`config.mk`:
```
export PLATFORM = sky130hd
export DESIGN_NAME = paint_compositor
export DESIGN_NICKNAME = d
export VERILOG_FILES = /design/src/rtl/paint_compositor.sv
export SDC_FILE = /design/constraint.sdc
export NUM_CORES = 1
export LEC_CHECK = 0
export ABC_AREA = 1
export CAP_MARGIN = 25
export CORE_MARGIN = 2
export CORE_UTILIZATION = 48
export CTS_CLUSTER_DIAMETER = 50
export DETAILED_ROUTE_END_ITERATION = 8
export PLACE_DENSITY = 0.76
export SLEW_MARGIN = 20
export SYNTH_ARGS = -nofsm -noshare
export SYNTH_HDL_FRONTEND = slang
export SYNTH_SLANG_ARGS = --single-unit
```
`constraint.sdc`:
```
create_clock -name clk -period 6.7 [get_ports clk]
set_clock_uncertainty 0.1 [all_clocks]
set_input_delay 1.005 -clock clk [delete_from_list [all_inputs] [get_ports clk]]
set_output_delay 1.005 -clock clk [all_outputs]
set_load 0.02 [all_outputs]
```
`src/rtl/paint_compositor.sv`:
```
// Final paint stage: aligns scan coordinates with the layer outputs, picks a colour by priority and writes the framebuffer.
// Optional colour keying is enabled by defining PAINT_COMPOSITOR_COLORKEY_EN.
module paint_compositor_lane #(
  parameter logic [15:0] KEY_COLOR = 16'hF81F
) (
  input  logic        en,
  input  logic [15:0] color,
  output logic        hit
);
`ifdef PAINT_COMPOSITOR_COLORKEY_EN
  assign hit = en && (color != KEY_COLOR);
`else
  logic unused_key;
  assign hit        = en;
  assign unused_key = ^{KEY_COLOR, color};
`endif
endmodule

module paint_compositor #(
  parameter int          NUM_LAYERS = 4,
  parameter int          LATENCY    = 4,
  parameter int          SCREEN_W   = 480,
  parameter int          SCREEN_H   = 640,
  parameter int          ADDR_W     = 19,
  parameter logic [15:0] BG_COLOR   = 16'h0000,
  parameter logic [15:0] KEY_COLOR  = 16'hF81F
) (
  input  logic                     clk,
  input  logic                     rst,
  input  logic                     new_frame,
  input  logic [15:0]              paint_x,
  input  logic [15:0]              paint_y,
  input  logic [NUM_LAYERS-1:0]    layer_enable,
  input  logic [16*NUM_LAYERS-1:0] layer_color,
  output logic                     fb_we,
  output logic [ADDR_W-1:0]        fb_addr,
  output logic [15:0]              fb_data,
  output logic                     frame_done,
  output logic                     frame_err
);
  localparam int TOTAL = SCREEN_W * SCREEN_H;

  typedef enum logic {ST_WAIT, ST_DRAW} state_t;
  state_t state, state_n;

  logic [LATENCY-1:0][15:0] x_pipe, y_pipe;
  logic [LATENCY-1:0]       nf_pipe;
  logic [LATENCY:1]         vld_pipe;
  logic [ADDR_W:0]          cnt, cnt_base, cnt_n;

  always_ff @(posedge clk or posedge rst) begin
    if (rst) begin
      x_pipe   <= '0;
      y_pipe   <= '0;
      nf_pipe  <= '0;
      vld_pipe <= '0;
    end else begin
      x_pipe[0]   <= paint_x;
      y_pipe[0]   <= paint_y;
      nf_pipe[0]  <= new_frame;
      vld_pipe[1] <= 1'b1;
      for (int i = 1; i < LATENCY; i++) begin
        x_pipe[i]     <= x_pipe[i-1];
        y_pipe[i]     <= y_pipe[i-1];
        nf_pipe[i]    <= nf_pipe[i-1];
        vld_pipe[i+1] <= vld_pipe[i];
      end
    end
  end

  logic signed [15:0] dx, dy;
  logic               dnf, vis;
  assign dx  = x_pipe[LATENCY-1];
  assign dy  = y_pipe[LATENCY-1];
  assign dnf = nf_pipe[LATENCY-1] && vld_pipe[LATENCY];
  assign vis = vld_pipe[LATENCY] && (dx >= 0) && (int'(dx) < SCREEN_W) &&
               (dy >= 0) && (int'(dy) < SCREEN_H);

  logic [NUM_LAYERS-1:0] hit;
  for (genvar g = 0; g < NUM_LAYERS; g++) begin : g_lane
    paint_compositor_lane #(.KEY_COLOR(KEY_COLOR)) u_lane (
      .en    (layer_enable[g]),
      .color (layer_color[16*g +: 16]),
      .hit   (hit[g])
    );
  end

  // Ascending scan lets the highest-index enabled layer overwrite lower ones.
  logic [15:0] sel_color;
  always_comb begin
    sel_color = BG_COLOR;
    for (int i = 0; i < NUM_LAYERS; i++)
      if (hit[i]) sel_color = layer_color[16*i +: 16];
  end

  logic [ADDR_W-1:0] pix_addr;
  assign pix_addr = ADDR_W'(32'($unsigned(dy)) * 32'(SCREEN_W) + 32'($unsigned(dx)));

  // A frame-start pixel is drawn even while still in WAIT: it becomes count 1.
  logic wr, last, err_n;
  always_comb begin
    state_n  = state;
    cnt_base = dnf ? '0 : cnt;
    wr       = vis && (state == ST_DRAW || dnf);
    last     = wr && (int'(dx) == SCREEN_W - 1) && (int'(dy) == SCREEN_H - 1);
    cnt_n    = cnt_base + {{ADDR_W{1'b0}}, wr};
    err_n    = frame_err;
    if (dnf) begin
      state_n = ST_DRAW;
      if (state == ST_DRAW) err_n = 1'b1;
    end
    if (last) begin
      state_n = ST_WAIT;
      if ((32'(cnt_base) + 32'd1) != 32'(TOTAL)) err_n = 1'b1;
    end
  end

  always_ff @(posedge clk or posedge rst) begin
    if (rst) begin
      state      <= ST_WAIT;
      cnt        <= '0;
      fb_we      <= 1'b0;
      fb_addr    <= '0;
      fb_data    <= '0;
      frame_done <= 1'b0;
      frame_err  <= 1'b0;
    end else begin
      state      <= state_n;
      cnt        <= cnt_n;
      fb_we      <= wr;
      fb_addr    <= pix_addr;
      fb_data    <= sel_color;
      frame_done <= last;
      frame_err  <= err_n;
    end
  end
endmodule

```
* Yosys cells after proc, flatten, opt, wreduce, memory -nomap -nowiden *
Index checks and enable logic that the tools add are counted.

operators by class
  reduce and logical (&&, ||, !) cells = 10
  multiply operators = 1
  equal/unequal tests = 3
  $lt $le $gt $ge = 4
  mux-type cells = 11
  $add $sub $neg = 3

operators with widths
  kind                   number
  $mux 16                4
  $ge 16x1->1 const B    2
  $add 20x1->21 const B  1
  $ne 21x19->1 const B   1
  $add 20x1->20          1
  $mux 20                1
  $add 19x16->19         1
  $eq 16x10->1 const B   1
  $eq 16x11->1 const B   1
  $lt 16x10->1 const B   1
  $lt 16x11->1 const B   1
  $mul 16x4->14 const B  1
  $logic_and 1x1->1      8
  $mux 1                 6
  $reduce_bool 2->1      1
  $logic_or 1x1->1       1

word-level totals
  register bits after elaboration = 195
  output and inout port bits = 38
  bits of input ports = 103
  logic and storage cells = 49

* Logic depth before layout (Yosys ltp) *
Gate-level depths: netlist (run 1).

  depth after elaboration = 9
  mapped depth = 18
  mapped depth without buffers = 18

* Cells and area by module *
A second synthesis (run 1) with hierarchy kept.

unflattened totals
  cell total of the unflattened synthesis = 793
  area total of the unflattened synthesis = 8,478.1 sq um

by module, submodules not included
  module                 area an instance (sq um)  cells each  times used  seq. area each (sq um)
  paint_compositor       8,448.1                   789         1           4,879.7
  paint_compositor_lane  7.5                       1           4           0.0

* Least setup slack after synthesis (run 1) *
No wires, ideal clock.

  path type = flip-flop to flip-flop
  from = reg y_pipe (netlist bit dy[6])
  to = reg fb_addr[18]
  data arrival time = 3.501 ns
  period minus slack after synthesis = 3.727 ns
  buffers on the path = 0
  cell stages (with the launch flop) = 18
  library setup time = 0.126 ns
  required time = 6.474 ns
  slack = 2.973 ns
  cells stage by stage = dfrtp_1 > inv_1 > fa_1 > fa_1 > inv_1 > ha_1 > a21oi_1 > o21ai_0 > a21oi_1 > o21ai_0 > xor2_1 > ha_1 > nand2_1 > nor2_1 > nand3_1 > nand4_1 > nand3_1 > xor2_1

between the ends
  cells in the longest elaborated chain, start to end = 2

ends and longest elaborated chain
  element                            RTL line  source
  from (decl)                        46        logic [LATENCY-1:0][15:0] x_pipe, y_pipe;
  from (signal, indexed assignment)  64        y_pipe[i] <= y_pipe[i-1];
  $mul 16x4->14                      97        assign pix_addr = ADDR_W'(32'($unsigned(dy)) * 32'(SCREEN_W) + 32'($unsigned(dx)));
  $add 19x16->19                     97
  named net pix_addr[18]             96        logic [ADDR_W-1:0] pix_addr;
  to (signal assigned)               131       fb_addr <= pix_addr;
  to (decl)                          36        output logic [ADDR_W-1:0] fb_addr,

The timed path passes the listed nets, and every way through them passes these cells.
A chain may end at the register's enable or synchronous reset.

* Final worst setup path (run 1) *
  from = reg y_pipe (netlist bit dy[3])
  to = reg fb_addr[17]

Same word-level chain as after synthesis.

==> results of run 1 <==
-- cell families after synthesis --
logic type / after synthesis / synth area share
fa+ha+maj: 61 / 0.1112
xor+xnor: 42 / 0.04404
other cells: 1 / 0.0004490
simple gates: 305 / 0.1594
flops: 195 / 0.5843
buf+inv: 105 / 0.05019
compound gates: 78 / 0.05049
-- routing by layer --
metal | up-vias | track usage
met3 | 36 | 0.05556
met1 | 2696 | 0.2400
met2 | 199 | 0.3378
met5 | - | 0
li1 | 2779 | -
met4 | 0 | 0.08391
-- state kept, by name, summed over array words and instances (netlist names) --
| signal | count |
|---|---|
| fb_addr | 19 |
| dy | 16 |
| fb_we | 1 |
| cnt | 20 |
| x_pipe | 48 |
| y_pipe | 48 |
| dx | 16 |
| vld_pipe | 4 |
| frame_err | 1 |
| fb_data | 16 |
| frame_done | 1 |
| state | 1 |
| nf_pipe | 4 |
-- cell usage in the layout (no fill, tap or decap), types with 5 or more instances in the layout --
cell             synthesis  layout
dfrtp_1                195     195
nand2_1                156     156
clkdlybuf4s50_1          0     140
inv_1                   81      80
nor2_1                  66      66
a21oi_1                 54      54
nand3_1                 42      42
ha_1                    39      39
xor2_1                  30      30
fa_1                    22      22
clkbuf_16                0      17
xnor2_1                 12      12
o21ai_0                 11      11
inv_2                   10      10
nor2_2                   8       8
nand4_1                  7       7
nor3_1                   6       6
nand3_2                  6       6
nand2_2                  5       5
o21bai_1                 5       5
clkinv_8                 0       5
-- layout make-up --
type	count	share of cell area
tap	225	0.02645
multi-input combinational	487	0.2869
timing repair buffer	142	0.1350
inverter	93	0.03374
clock inverter	15	0.01940
sequential	195	0.4586
clock buffer	17	0.03998
-- per-stage QoR --
stage / power, mW / utilization / cells / area (sq um) / setup slack (ns)
6_report: 3.193 / 0.6195 / 1174 / 10640 / 2.645
5_1_grt: 3.391 / 0.6195 / 1174 / 10640 / 2.195
4_1_cts: 3.223 / 0.6179 / 1173 / 10610 / 2.636
3_5_place_dp: 2.164 / 0.5811 / 1141 / 9982 / 2.670
3_3_place_gp: 2.147 / 0.5811 / 1141 / 9982 / 2.782
2_1_floorplan: 1.890 / - / 787 / 8352 / 0.2828
-- synthesized netlist by cell type, types with 2 or more instances --
master	number	area [sq um]
nor2_1	66	247.7
nor3_1	6	30.03
inv_2	10	37.54
o21ai_0	11	55.05
nand3_1	42	210.2
xor2_1	30	262.8
xnor2_1	12	105.1
ha_1	39	488.0
nand2_2	5	31.28
inv_1	81	304.0
clkbuf_1	8	30.03
fa_1	22	440.4
nand2_1	156	585.6
a21oi_1	54	270.3
nand3_2	6	60.06
o31ai_1	2	15.01
dfrtp_1	195	4880
nor2_2	8	50.05
nor4_1	2	12.51
o21bai_1	5	37.54
nand4_1	7	43.79
nand3b_1	3	22.52
-- how the worst max path moves through the flow --
stage | from | to | slack, ns | cells after the start
6_report | dy[3] | fb_addr[17] | 2.65 | 18
5_1_grt | dy[3] | fb_addr[17] | 2.19 | 18
4_1_cts | dy[6] | fb_addr[18] | 2.64 | 17
3_5_place_dp | dy[4] | fb_addr[17] | 2.67 | 18
3_3_place_gp | dy[3] | fb_addr[17] | 2.78 | 18
2_1_floorplan | rst | cnt[0] | 0.28 | 1
-- where the power goes --
group	leakage, nW	internal (mW)	switching [mW]	total, mW
Clock	0.294	0.544	0.502	1.05
Sequential	2.32	1.27	0.0313	1.30
Combinational	2.37	0.375	0.467	0.842
-- worst reg2reg max path, delay by kind of cell, from the launching register on --
family / cells / cell delay [ns]
AO/OA/AOI/OAI: 3 / 0.67
adder cells (fa/ha/maj): 4 / 1.66
buffers and inverters: 4 / 0.36
flip-flops: 1 / 0.42
AND/OR/NAND/NOR: 5 / 0.40
XOR/XNOR: 2 / 0.33
==> flow_summary.toml, run 1 <==
[clock_network]
cts_buffers = 17
hold_buffers = 0
cts_max_path_buffers = 2
cts.repair.resized = 0
clk_latency_ns = 0.44
cts_tree = "done"
root_buffer = "clkbuf_16"
cts_num_sinks = 195
clk_pin_slew_ns = 0.08
post_cts_buffers = 0
htree_levels = 4

[min_path]
hp-class = "flip-flop to flip-flop"
hold_path_end = "y_pipe[41]"
min_from = "y_pipe[25]"
holdPathStages = 0

[route]
wl_met3_mm = 1.089
top_layer = "met4"
drc_errors = 0
dr.pass1.iters = 5
via_count = 5710
met1_length_mm = 6.948
ant_nets = 0
drt_iter0_markers = 353
wl_per_cell_um = 14.49
viasPerCell = 4.864
drt-total-wl_mm = 17.02
route.met2.wl_mm = 8.491

[synth]
yosysSeqAreaShare = 0.5843
synth_nets = 951
synth-edff-count = 0
synth.avg_cell_area_sq_um = 10.61
netlist_instances = 787
yosys_warnings = 0
yosysUniqueCellTypes = 39
synth_area_sq_um = 8352
synth_seq_cells = 195
async_flop_share = 1.000
ys.flop_type = "dfrtp_1"

[setup_path]
reg2reg_to = "fb_addr[17]"
end_kind = "flip-flop"
path_buf_inv = 4
start_kind = "flip-flop"
r2r-start = "dy[3]"
cp_top_family = "adder cells"
reg2regPathDepth = 18
crit_required_ns = 6.92
cp_max_fo = 4
crit_type = "flip-flop to flip-flop"
arrival_ns = 4.28
cpMaxStageDelayCell = "fa_1"
rrSetupSlack_ns = 2.65
cp_slowest_stage_delay_ns = 0.52
worstPathCellList = "inv_1, fa_1, fa_1, inv_1, ha_1, nand2_1, o21ai_0, xor2_1, inv_1, ha_1, nand2_1, o21ai_0, nand2_1, nand3_1, nand2_1, inv_1, o21ai_0, xnor2_1"

[die]
core_sq_um = 17180
die_area_sq_um = 18470
fp.dieW_um = 135.9
initial_core_util = 0.4862
num_rows = 48
pin_count = 141
die_height_um = 135.9

[power_and_ir_drop]
p_leak_nw = 4.976
p_per_area_nw_per_um2 = 300.1
ir_drop_v = 0.0002092

[global_routing]
antenna_found_initial = 0
track_usage = 0.1992
grt_pass1_wl_mm = 28.24
grt_pass1_vias = 5825
grt_max_degree = 146
grt_overflow_total = 0

[status]
status = "completed"

[cells_and_area]
syn_to_final_growth_pct = 27.42
fillCellCount = 1377
antenna_cells = 0
multi_input_area_sq_um = 3053
drive_gt1_frac = 0.07165
fin_nets = 1100
seq_area_sq_um = 4880

[sta]
fin_crit_sh = 0.6052
timing.fmax_mhz = 246.6
maxSlewViolCount = 0
worst_pin_slew_ns = 0.9419
finalCriticalPeriod_ns = 4.055
setup_viol = 0
hold_slack_ns = 0.2467
hold_viol = 0
rsz0062_at_grt = "false"
slew-limit-headroom = 0.3698
setup_tns_ns = 0

[placed_design]
portBuffers = 140
gp_congestion = 0.8980
dp_hpwl_mm = 12.19

[job]
max_cap_violations = 0
Note: power is estimated with default switching activity, not from simulation.
==> run 2: changes to the inputs <==
clock period = 3.3 ns   (was 6.7 ns; I/O delays follow)
==> flow_summary.toml, run 2 (same netlist as run 1, synthesis figures left out) <==
[status]
status = "finished, violations left"
violations = "setup timing"

[sta]
finalWorstSetupSlack_ns = -0.5329
maxSlewViolCount = 0
finalCriticalPeriod_ns = 3.833
setup_viol = 9
worst_pin_slew_ns = 0.5863
fin_crit_sh = 1.161
rsz0062_at_grt = "true"
timing.fmax_mhz = 260.9
hold_viol = 0
slew-limit-headroom = 0.6079

[die]
initial_core_util = 0.4862
num_rows = 48
fp.dieW_um = 135.9
core_sq_um = 17180
die_height_um = 135.9
die_area_sq_um = 18470
pin_count = 141

[cells_and_area]
utilization = 0.6671
reg_top3 = "x_pipe: 48 flops, y_pipe: 48 flops, cnt: 20 flops"
antenna_cells = 0
fin_nets = 1168
multi_input_area_sq_um = 3366
fillCellCount = 1267
seq_area_sq_um = 4880
drive_gt1_frac = 0.1947
syn_to_final_growth_pct = 37.20
layout_commonest_cell = "dfrtp_1"
layout_common_cells = "dfrtp_1 (195), nand2_1 (151), clkdlybuf4s50_1 (140)"

[clock_network]
cts_tree = "done"
cts_max_path_buffers = 2
clk_latency_ns = 0.44
cts_buffers = 17
clk_pin_slew_ns = 0.08
cts_num_sinks = 195
htree_levels = 4
root_buffer = "clkbuf_16"

[route]
wl_per_cell_um = 14.61
ant_nets = 0
viasPerCell = 4.858
drc_errors = 0
dr.pass1.iters = 4
drt_iter0_markers = 350
via_count = 6034
drt-total-wl_mm = 18.14

[global_routing]
grt_pass1_wl_mm = 30.06
grt_pass1_vias = 6297
grt_max_degree = 84
antenna_found_initial = 0
grt_overflow_total = 0
track_usage = 0.2119

[setup_path]
crit_type = "flip-flop to flip-flop"
end_kind = "flip-flop"
cp_max_fo = 4
crit_required_ns = 3.51
arrival_ns = 4.04
start_kind = "flip-flop"

[power_and_ir_drop]
ir_drop_v = 0.0004965
p_leak_nw = 5.355
power_mw = 7.296
p_per_area_nw_per_um2 = 636.8

[min_path]
hp-class = "flip-flop to flip-flop"

[placed_design]
portBuffers = 140
gp_congestion = 0.9345
dp_hpwl_mm = 13.41

[job]
max_cap_violations = 0
[run 2: cell types whose count changed in the layout (fill, tap and decap cells not counted), moves of 12 or more]
cell	before	now
a21oi_1	54	41
buf_4	1	66
inv_1	80	66
inv_2	10	22
[run 2: worst paths after layout]
| kind | cells past startpoint | start | slack [ns] | endpoint |
|---|---|---|---|---|
| worst max-delay path | 19 | dy[4] | -0.53 | fb_addr[17] |
| worst min-delay path | 0 | y_pipe[33] | 0.24 | dy[1] |
| worst max register to register | 19 | dy[4] | -0.53 | fb_addr[17] |
| worst min register to register | 0 | y_pipe[33] | 0.24 | dy[1] |
| max in group asynchronous | 3 | rst | 2.15 | fb_addr[12] |
| min in group asynchronous | 2 | rst | 0.25 | x_pipe[32] |
[run 2: layout make-up]
| cell class | instances | area share |
|---|---|---|
| clock buffer | 18 | 0.03833 |
| multi-input combinational | 487 | 0.2937 |
| inverter | 93 | 0.03145 |
| clock inverter | 14 | 0.01507 |
| sequential | 195 | 0.4259 |
| timing repair buffer | 210 | 0.1710 |
| tap | 225 | 0.02457 |
[run 2: routing by layer]
layer | track usage | vias to the layer above | share of wire
li1 | - | 2915 | -
met1 | 0.2559 | 2892 | 0.41
met2 | 0.3659 | 201 | 0.51
met3 | 0.05667 | 26 | 0.060
met4 | 0.07755 | 0 | 0.019
met5 | 0 | - | 0
[run 2: power breakdown]
group / internal, mW / total (mW) / switching, mW
Clock: 1.05 / 2.05 / 0.999
Combinational: 1.31 / 2.60 / 1.29
Sequential: 2.58 / 2.65 / 0.0642
[run 2: repair_timing]
item                       4_1_cts  5_1_grt
hold buffers                     0        0
pin swaps                       16       15
setup endpoints to repair        9        9
buffers inserted                 6        4
resized for setup               27       15
gates cloned                     0        0
[run 2: worst max-delay path, cell delays in order, from the launching register on]
cell,delay (ns)
dfrtp_1,0.41
inv_2,0.12
fa_1,0.46
fa_1,0.55
inv_2,0.06
ha_4,0.25
buf_4,0.15
a21oi_4,0.17
o21ai_4,0.08
a21oi_2,0.12
xnor2_1,0.09
ha_1,0.35
nand2_1,0.12
nor2_2,0.15
nand3_1,0.10
nand3_2,0.11
nand2_1,0.07
inv_2,0.06
o21ai_2,0.06
xnor2_1,0.13
[run 2: stage by stage]
step	setup TNS [ns]	cells	hold WS (ns)	setup WS, ns	instance area [sq um]
finish	-3.156	1242	0.2371	-0.5329	11460
floorplan	-0.4036	787	0.2312	-0.1781	8517
CTS	-2.396	1238	0.2440	-0.4171	11370
detailed placement	-2.713	1200	0.2347	-0.4527	10610
global placement	-1.807	1200	0.2312	-0.2933	10610
global route	-4.772	1242	0.2518	-0.6653	11460
